--- src/rtl/simon_pkg.sv ---
// Shared Simon types: button count, button index type and the press-event FSM states.
// The game core imports the same package so both sides agree on index width and encoding.
package simon_pkg;

  localparam int NUM_BTNS = 4;
  localparam int IDX_W    = (NUM_BTNS > 1) ? $clog2(NUM_BTNS) : 1;

  typedef logic [IDX_W-1:0] btn_idx_t;

  typedef enum logic [1:0] {
    IDLE  = 2'd0,
    OFFER = 2'd1,
    HOLD  = 2'd2
  } press_state_t;

endpackage

--- src/rtl/simon_debounce.sv ---
// One button: 2-FF synchroniser followed by a millisecond-count debouncer.
// The held level only follows the synchronised input after it has differed for DEBOUNCE_MS ticks.
module simon_debounce
  import simon_pkg::*;
#(
  parameter int DEBOUNCE_MS = 10
) (
  input  logic clk,
  input  logic rst_n,
  input  logic ms_tick,
  input  logic btn_raw,
  output logic btn_held
);

  localparam int CNT_W = $clog2(DEBOUNCE_MS + 1);

  logic             r_meta;
  logic             r_sync;
  logic             r_held;
  logic [CNT_W-1:0] r_ms_cnt;
  logic [CNT_W-1:0] w_ms_next;

  assign w_ms_next = r_ms_cnt + CNT_W'(1);

  // Any cycle where input matches the held level restarts the count, so short glitches never accumulate.
  always_ff @(posedge clk or negedge rst_n) begin
    if (!rst_n) begin
      r_meta   <= 1'b0;
      r_sync   <= 1'b0;
      r_held   <= 1'b0;
      r_ms_cnt <= {CNT_W{1'b0}};
    end else begin
      r_meta <= btn_raw;
      r_sync <= r_meta;
      if (r_sync == r_held) begin
        r_ms_cnt <= {CNT_W{1'b0}};
      end else if (ms_tick) begin
        if (w_ms_next == CNT_W'(DEBOUNCE_MS)) begin
          r_held   <= r_sync;
          r_ms_cnt <= {CNT_W{1'b0}};
        end else begin
          r_ms_cnt <= w_ms_next;
        end
      end
    end
  end

  assign btn_held = r_held;

endmodule

--- src/rtl/simon_btn_input.sv ---
// Simon button input conditioning: shared ms prescaler, per-button debounce, rise detect
// and a press-event FSM that offers one button index per press on a valid/ready handshake.
module simon_btn_input
  import simon_pkg::*;
#(
  parameter  int NUM_BTNS    = simon_pkg::NUM_BTNS,
  parameter  int DEBOUNCE_MS = 10,
  parameter  int TPM_W       = 16,
  localparam int IDX_BITS    = (NUM_BTNS > 1) ? $clog2(NUM_BTNS) : 1
) (
  input  logic                clk,
  input  logic                rst_n,
  input  logic [TPM_W-1:0]    ticks_per_milli,
  input  logic [NUM_BTNS-1:0] btn_raw,
  output logic [NUM_BTNS-1:0] btn_held,
  output logic                press_valid,
  output logic [IDX_BITS-1:0] press_idx,
  input  logic                press_ready
);

  logic                r_rst_meta;
  logic                r_rst_sync;
  logic                w_rst_n;
  logic [TPM_W-1:0]    r_presc_cnt;
  logic                w_ms_tick;
  logic [NUM_BTNS-1:0] w_held;
  logic [NUM_BTNS-1:0] r_held_d;
  logic [NUM_BTNS-1:0] w_rise;
  press_state_t        r_state;
  logic                r_valid;
  logic [IDX_BITS-1:0] r_idx;

  function automatic logic [IDX_BITS-1:0] lowest_idx(input logic [NUM_BTNS-1:0] vec);
    lowest_idx = {IDX_BITS{1'b0}};
    for (int i = NUM_BTNS - 1; i >= 0; i--) begin
      if (vec[i]) lowest_idx = IDX_BITS'(i);
    end
  endfunction

  // Reset asserts asynchronously but releases two clocks later, aligned to clk.
  always_ff @(posedge clk or negedge rst_n) begin
    if (!rst_n) begin
      r_rst_meta <= 1'b0;
      r_rst_sync <= 1'b0;
    end else begin
      r_rst_meta <= 1'b1;
      r_rst_sync <= r_rst_meta;
    end
  end

  assign w_rst_n = r_rst_sync;

  // A 0 or 1 tick period means every clock is a millisecond; >= keeps the counter in range when the period shrinks.
  always_comb begin
    if (ticks_per_milli <= TPM_W'(1)) begin
      w_ms_tick = 1'b1;
    end else begin
      w_ms_tick = (r_presc_cnt >= (ticks_per_milli - TPM_W'(1)));
    end
  end

  // Free-running millisecond prescaler.
  always_ff @(posedge clk or negedge w_rst_n) begin
    if (!w_rst_n) begin
      r_presc_cnt <= {TPM_W{1'b0}};
    end else if (w_ms_tick) begin
      r_presc_cnt <= {TPM_W{1'b0}};
    end else begin
      r_presc_cnt <= r_presc_cnt + TPM_W'(1);
    end
  end

  for (genvar g = 0; g < NUM_BTNS; g++) begin : g_btn
    simon_debounce #(
      .DEBOUNCE_MS(DEBOUNCE_MS)
    ) u_debounce (
      .clk     (clk),
      .rst_n   (w_rst_n),
      .ms_tick (w_ms_tick),
      .btn_raw (btn_raw[g]),
      .btn_held(w_held[g])
    );
  end

  assign btn_held = w_held;
  assign w_rise   = w_held & ~r_held_d;

  // Previous debounced levels for rise detection.
  always_ff @(posedge clk or negedge w_rst_n) begin
    if (!w_rst_n) begin
      r_held_d <= {NUM_BTNS{1'b0}};
    end else begin
      r_held_d <= w_held;
    end
  end

  // Press FSM: only IDLE looks at rises, so rises during OFFER/HOLD are dropped rather than queued.
  always_ff @(posedge clk or negedge w_rst_n) begin
    if (!w_rst_n) begin
      r_state <= IDLE;
      r_valid <= 1'b0;
      r_idx   <= {IDX_BITS{1'b0}};
    end else begin
      case (r_state)
        IDLE: begin
          if (|w_rise) begin
            r_idx   <= lowest_idx(w_rise);
            r_valid <= 1'b1;
            r_state <= OFFER;
          end
        end
        OFFER: begin
          if (press_ready) begin
            r_valid <= 1'b0;
            r_state <= (|w_held) ? HOLD : IDLE;
          end
        end
        HOLD: begin
          if (w_held == {NUM_BTNS{1'b0}}) r_state <= IDLE;
        end
        default: begin
          r_state <= IDLE;
          r_valid <= 1'b0;
        end
      endcase
    end
  end

  assign press_valid = r_valid;
  assign press_idx   = r_idx;

endmodule

--- config.mk ---
export PLATFORM = sky130hd
export DESIGN_NAME = simon_btn_input
export DESIGN_NICKNAME = d
export VERILOG_FILES = /design/src/rtl/simon_pkg.sv /design/src/rtl/simon_debounce.sv /design/src/rtl/simon_btn_input.sv
export SDC_FILE = /design/constraint.sdc
export NUM_CORES = 1
export LEC_CHECK = 0
export ABC_AREA = 1
export BUFFER_PORTS_ARGS = -buffer_cell sky130_fd_sc_hd__buf_2
export CAP_MARGIN = 40
export CORE_MARGIN = 10
export CORE_UTILIZATION = 55
export CTS_CLUSTER_DIAMETER = 80
export DETAILED_ROUTE_END_ITERATION = 10
export PLACE_DENSITY = 0.74
export RECOVER_POWER = 100
export REMOVE_ABC_BUFFERS = 1
export SYNTH_ARGS = -nofsm -noshare
export SYNTH_HDL_FRONTEND = slang
export SYNTH_SLANG_ARGS = --single-unit
--- constraint.sdc ---
create_clock -name clk -period 2.3 [get_ports clk]
set_input_delay 0.115 -clock clk [delete_from_list [all_inputs] [get_ports clk]]
set_output_delay 0.115 -clock clk [all_outputs]
set_load 0.02 [all_outputs]
==> flow_summary.yaml, run 1 <==
power:
  cellInternalPower_mw: 1.43
  vdd_drop_max_mv: 0.400
  p_sw_mw: 0.657
  power_density_nw_per_um2: 512
  switching_share: 0.315
  power.share.clock: 0.267
  p_leak_nw: 2.24
  seqPwrFrac: 0.533
  comb_power_share: 0.200
synthesis:
  ys_warn_count: 0
  synthArstFlopShare: 1.00
  synthFlopType: "dfrtp_1"
  ys_types: 25
  synth_top_area_frac: 0.397
  netlist_instances: 438
  synth.most_common_cell: "nand2_1"
  synth_area_um2: 3460
  synth_common_cells: "nand2_1 (101), inv_1 (64), dfrtp_1 (55), nor2_1 (55), nand3_1 (34)"
  ys_ff_latch: 55
  synth-edff-count: 0
  synth_area_leaders: "dfrtp_1 (40%), nand2_1 (11%), ha_1 (9.8%)"
  seq_area_frac_synth: 0.397
  synth_area_per_cell_um2: 7.91
  synth_top_area_cell: "dfrtp_1"
cts:
  cts_root_buffer: "clkbuf_8"
  clk_pin_slew_ps: 100
  cts_made_buffers: 5
  cts_htree_levels: 2
  clk_latency_ps: 320
  cts_tree: "built"
  cts.path.max_buffers: 2
  cts.sinks: 55
floorplanning:
  row_count: 28
  die_w_um: 99.4
  die_y_um: 99.4
  start_util: 0.575
  pin_count: 30
  die_area_um2: 9870
  core_area_um2: 6030
timing:
  fmax_mhz: 473
  finalHoldViolations: 0
  max_slew_margin: 0.135
  worstMarginPinSlew_ps: 1300
  period_needed_ps: 2110
  setup_viol: 0
  fin_ws_ps: 185
  period_share: 0.920
  hold_slack_ps: 112
  fin_worst_skew_ps: 7.32
  maxSlewViolCount: 0
worst_setup_path:
  path_max_fanout: 12
  endpoint_kind: "flip-flop"
  critical_path_class: "input pin to flip-flop"
  cp_top_family: "buffers and inverters"
  cp_num_buf_inv: 9
  cp.arrival_ps: 2380
  start_kind: "input pin"
  path_cells: "buf_2 -> inv_1 -> buf_4 -> nand3_2 -> inv_1 -> nand2_1 -> buf_4 -> nor2_2 -> xor2_1 -> inv_1 -> ha_1 -> nand2_1 -> inv_1 -> buf_4 -> nand2_1 -> nor2_2 -> nand2_2 -> nand2_4 -> clkbuf_16 -> nand3_1 -> nand2_1"
  required_ps: 2560
  timing.critical_path.slowest_cell_delay_ps: 290
  cp_slowest_cell: "ha_1"
layout:
  fin_nets: 548
  nFillCells: 486
  drive_gt1_frac: 0.174
  diodes: 0
  design_area_um2: 4080
  multi_input_area_um2: 1830
  ff_latch_area_um2: 1380
  area_delta_synth_final_pct: 17.7
global_route:
  antenna_found_initial: 0
  track_usage: 0.151
  gr-total-overflow: 0
  grt_pass1_wl_mm: 12.7
  grt_max_degree: 54
  grt_pass1_vias: 2859
drt:
  vias: 2987
  dr.pass1.iters: 5
  vias_per_cell: 5.20
  postRouteAntennaNets: 0
  drt-initial-drc-count: 194
  avgRoutedWirePerCell_um: 13.2
  routed_wl_mm: 7.56
  drc: 0
placement:
  place_ws_ps: -230
  gp_congestion: 0.894
  dpl.hpwl_mm: 5.43
  port_buffers: 29
  placed_cell_area_um2: 3840
hold_path:
  hold_path_class: "input pin to async pin"
run:
  drv_cap: 0
outcome:
  status: "complete, no violations"
-- power groups by stage --
stage	Combinational (mW)	Clock, mW	Sequential, mW
finish	0.417	0.557	1.11
global route	0.501	0.600	1.13
CTS	0.405	0.568	1.11
detailed placement	0.395	0	1.13
global placement	0.377	0	1.13
floorplan	0.276	0	1.12
-- through the flow --
stage	cells	util	TNS, ps	power (mW)
2_1_floorplan	428	-	-10550	1.40
3_3_place_gp	560	0.638	-3740	1.51
3_5_place_dp	560	0.638	-6020	1.53
4_1_cts	573	0.662	0	2.09
5_1_grt	574	0.677	-133	2.23
6_report	574	0.677	0	2.09
-- repair_timing --
action / in CTS / in global routing
endpoints found under the hold margin: 6 / 0
hold buffers: 5 / 0
setup endpoints to repair: 0 / 35
setup buffers: 0 / 0
gates resized for setup: 0 / 21
-- cells in the final DEF (no fill, tap or decap), types with 2 or more instances in the layout --
cell           instances
o21ai_0                4
dlygate4sd3_1          5
xnor2_1               11
inv_1                 64
nor3_2                 8
clkbuf_8               5
nand4_1               20
clkbuf_1               8
buf_4                 23
ha_1                  26
buf_6                  3
nor3_4                 2
nor2_2                11
nand2_1               99
xor2_1                19
nand2_4                2
o211ai_1               2
buf_2                 21
nor3_1                 5
a21oi_1                7
nand3_1               33
nor2_1                47
dfrtp_1               54
nor4_1                 4
-- metal layers --
metal  global-route usage  up-vias  share of wire
li1                     -     1507              -
met1                0.199     1406           0.46
met2                0.242       66           0.48
met3               0.0346        8          0.047
met4               0.0386        0          0.011
met5                    0        -              0
-- worst paths after layout --
kind / start / endpoint / slack [ps] / cells past startpoint
worst max register to register: r_presc_cnt[7]$_DFF_PN0_ / g_btn[0].u_debounce.r_ms_cnt[3]$_DFFE_PN0P_ / 420 / 10
worst min-delay path: rst_n / r_rst_meta$_DFF_PN0_ / 110 / 2
worst min register to register: g_btn[0].u_debounce.r_meta$_DFF_PN0_ / g_btn[0].u_debounce.r_sync$_DFF_PN0_ / 360 / 0
worst max-delay path: ticks_per_milli[0] / g_btn[0].u_debounce.r_ms_cnt[3]$_DFFE_PN0P_ / 190 / 21
min in group clk: press_ready / r_state[0]$_DFFE_PN0P_ / 120 / 4
max in group asynchronous: r_rst_sync$_DFF_PN0_ / r_presc_cnt[7]$_DFF_PN0_ / 890 / 1
-- state kept, by name, summed over array words and instances (netlist names) --
signal	flops
r_state	2
g_btn.u_debounce.btn_held	4
g_btn.u_debounce.r_ms_cnt	16
g_btn.u_debounce.r_sync	4
r_held_d	4
press_valid	1
press_idx	2
g_btn.u_debounce.r_meta	4
r_rst_sync	1
r_rst_meta	1
r_presc_cnt	16
-- cell type report --
cell class                 instances  share of cell area
clock buffer                       5              0.0169
clock inverter                     3             0.00552
inverter                          64              0.0589
multi-input combinational        309               0.450
sequential                        55               0.338
tap                               75              0.0230
timing repair buffer              63               0.108
-- logic make-up after synthesis --
logic type | share of synthesized area
xor gates and xnor gates | 0.0784
buffers and inverters | 0.0928
and+or+nand+nor | 0.309
AOI/OAI and AO/OA | 0.0242
other | 0.00108
DFF | 0.397
adders and majority gates | 0.0975
Power figures use the tool's default switching activity.
==> run 2, diff against run 1 <==
--- a/config.mk
+++ b/config.mk
@@ -9,11 +9,10 @@
 export BUFFER_PORTS_ARGS = -buffer_cell sky130_fd_sc_hd__buf_2
 export CAP_MARGIN = 40
 export CORE_MARGIN = 10
-export CORE_UTILIZATION = 55
+export CORE_UTILIZATION = 30
 export CTS_CLUSTER_DIAMETER = 80
 export DETAILED_ROUTE_END_ITERATION = 10
-export PLACE_DENSITY = 0.74
-export RECOVER_POWER = 100
+export PLACE_DENSITY = 0.46
 export REMOVE_ABC_BUFFERS = 1
 export SYNTH_ARGS = -nofsm -noshare
 export SYNTH_HDL_FRONTEND = slang
==> run 2 against run 1 <==
Compared with the run above:
- sequential power hardly changed
- combinational power is 2% higher
- final area is 7.6% higher
- hold slack better by 15 ps
- clock skew hardly changed
- total power is 20% higher
- final cell count is 13% higher
- critical path depth is 2 lower
- sequential share of layout area is 2.4 points lower
- critical path type unchanged
- critical endpoint is now r_presc_cnt[9]$_DFF_PN0_
- largest cell class unchanged
- highest routed layer unchanged
==> flow_summary.yaml, run 2 (synthesized netlist as in run 1, its figures left out) <==
outcome:
  status: "complete, no violations"
timing:
  setup_viol: 0
  period_share: 0.938
  fin_worst_skew_ps: 7.57
  hold_slack_ps: 127
  fin_ws_ps: 142
  finalSetupTns_ps: 0
  period_needed_ps: 2160
  finalHoldViolations: 0
  worstMarginPinSlew_ps: 574
  max_slew_margin: 0.616
  fmax_mhz: 463
  maxSlewViolCount: 0
placement:
  gp_congestion: 0.772
  place_ws_ps: -216
  dpl.hpwl_mm: 5.66
  dp_cells: 629
  placed_cell_area_um2: 3950
  port_buffers: 29
floorplanning:
  die_y_um: 127
  die_area_um2: 16200
  start_util: 0.305
  core_area_um2: 11400
  pin_count: 30
  row_count: 39
  die_w_um: 127
drt:
  dr.pass1.iters: 4
  drt-initial-drc-count: 119
  avgRoutedWirePerCell_um: 11.6
  drc: 0
  routed_wl_mm: 7.55
  vias_per_cell: 4.50
  postRouteAntennaNets: 0
  vias: 2916
layout:
  design_area_um2: 4390
  instances_no_fill: 648
  drive_gt1_frac: 0.204
  fin_nets: 554
  utilization: 0.386
  final_cell_mix: "nand2_1 (94), inv_1 (62), dfrtp_1 (54)"
  final_common_cell: "nand2_1"
  area_delta_synth_final_pct: 26.7
  top_regs: "g_btn.u_debounce.r_ms_cnt x16, r_presc_cnt x16"
  diodes: 0
global_route:
  antenna_found_initial: 0
  track_usage: 0.0922
  gr-total-overflow: 0
  grt_max_degree: 39
  grt_pass1_vias: 2862
  grt_pass1_wl_mm: 12.8
worst_setup_path:
  cp-endpoint: "r_presc_cnt[9]$_DFF_PN0_"
  timing.rr.end: "r_presc_cnt[9]$_DFF_PN0_"
  path_max_fanout: 10
  cp_slowest_cell: "ha_1"
  required_ps: 2480
  ff2ff_setup_slack_ps: 430
  cp_top_family: "simple AND/OR/NAND/NOR gates"
  critical_path_class: "input pin to flip-flop"
  reg2reg_depth: 11
  crit_start: "ticks_per_milli[1]"
  endpoint_kind: "flip-flop"
  crit_top_cell: "buf_4"
  cp.arrival_ps: 2340
  cp.depth: 19
  path_cells: "buf_6 -> inv_4 -> ha_4 -> nand2_4 -> buf_4 -> nor3_2 -> buf_4 -> nand3_1 -> xor2_1 -> inv_1 -> ha_1 -> nand2_2 -> nor2_2 -> nand2_1 -> nor2_1 -> nand2_2 -> nand2_4 -> buf_4 -> nor2_1"
  reg2reg_from: "r_presc_cnt[7]$_DFF_PN0_"
  timing.critical_path.slowest_cell_delay_ps: 290
  cp_num_buf_inv: 6
  start_kind: "input pin"
cts:
  cts_htree_levels: 2
  cts.path.max_buffers: 2
  cts_made_buffers: 5
  cts.sinks: 55
  cts_tree: "built"
  clk_latency_ps: 290
  cts_root_buffer: "clkbuf_16"
  clk_pin_slew_ps: 70
power:
  power.total_mw: 2.51
  vdd_drop_max_mv: 0.276
  p_leak_nw: 2.38
  power_density_nw_per_um2: 572
run:
  drv_cap: 0
hold_path:
  hold_path_class: "input pin to async pin"
==> run 2: cell types whose count changed in the layout (fill, tap and decap cells not counted), moves of 3 or more <==
cell / change
clkbuf_1: -7
buf_2: +6
clkbuf_16: +6
buf_4: +5
clkbuf_8: -5
nand2_1: -5
nor2_2: -5
nand2_2: +3
nor2_1: +3
==> run 2: timing repair <==
action,4_1_cts,5_1_grt
resized for setup,0,32
hold buffers,5,0
buffers inserted,0,4
setup endpoints to repair,0,36
endpoints found under the hold margin,6,0
==> run 2: area by class of cell <==
type	count	area, um^2
fill	1177	6980
multi-input combinational	309	1850
sequential	55	1380
timing repair buffer	69	542
inverter	64	245
tap	143	179
clock buffer	6	129
clock inverter	2	60.1
==> run 2: power breakdown <==
| part | switching, mW | internal, mW | leakage [nW] |
|---|---|---|---|
| Combinational | 0.234 | 0.191 | 1.56 |
| Sequential | 0.0877 | 1.03 | 0.730 |
| Clock | 0.339 | 0.625 | 0.0911 |
| Total | 0.661 | 1.85 | 2.38 |
==> run 2: how the worst min path moves through the flow <==
stage / depth (start not counted) / end
6_report: 2 / r_rst_meta$_DFF_PN0_
5_1_grt: 4 / r_state[0]$_DFFE_PN0P_
4_1_cts: 2 / r_rst_sync$_DFF_PN0_
3_5_place_dp: 1 / r_rst_meta$_DFF_PN0_
3_3_place_gp: 1 / r_rst_meta$_DFF_PN0_
2_1_floorplan: 0 / r_rst_meta$_DFF_PN0_
==> run 2: layer usage <==
metal	global-route usage	up-vias	share of wire	routed length, um
met5	0	-	0	0
met4	0.0261	0	0.012	87
met3	0.0170	8	0.021	157
met2	0.154	25	0.49	3720
met1	0.119	1360	0.47	3580
li1	-	1523	-	-
==> run 2: worst register-to-register path: stages, from the launching register on <==
cell	delay (ps)
dfrtp_1	450
ha_1	330
nand2_1	50
inv_1	70
nand2_1	60
nor2_1	100
nor2_1	50
nand2_1	110
nand2_2	90
nand2_4	150
buf_4	230
nor2_1	70
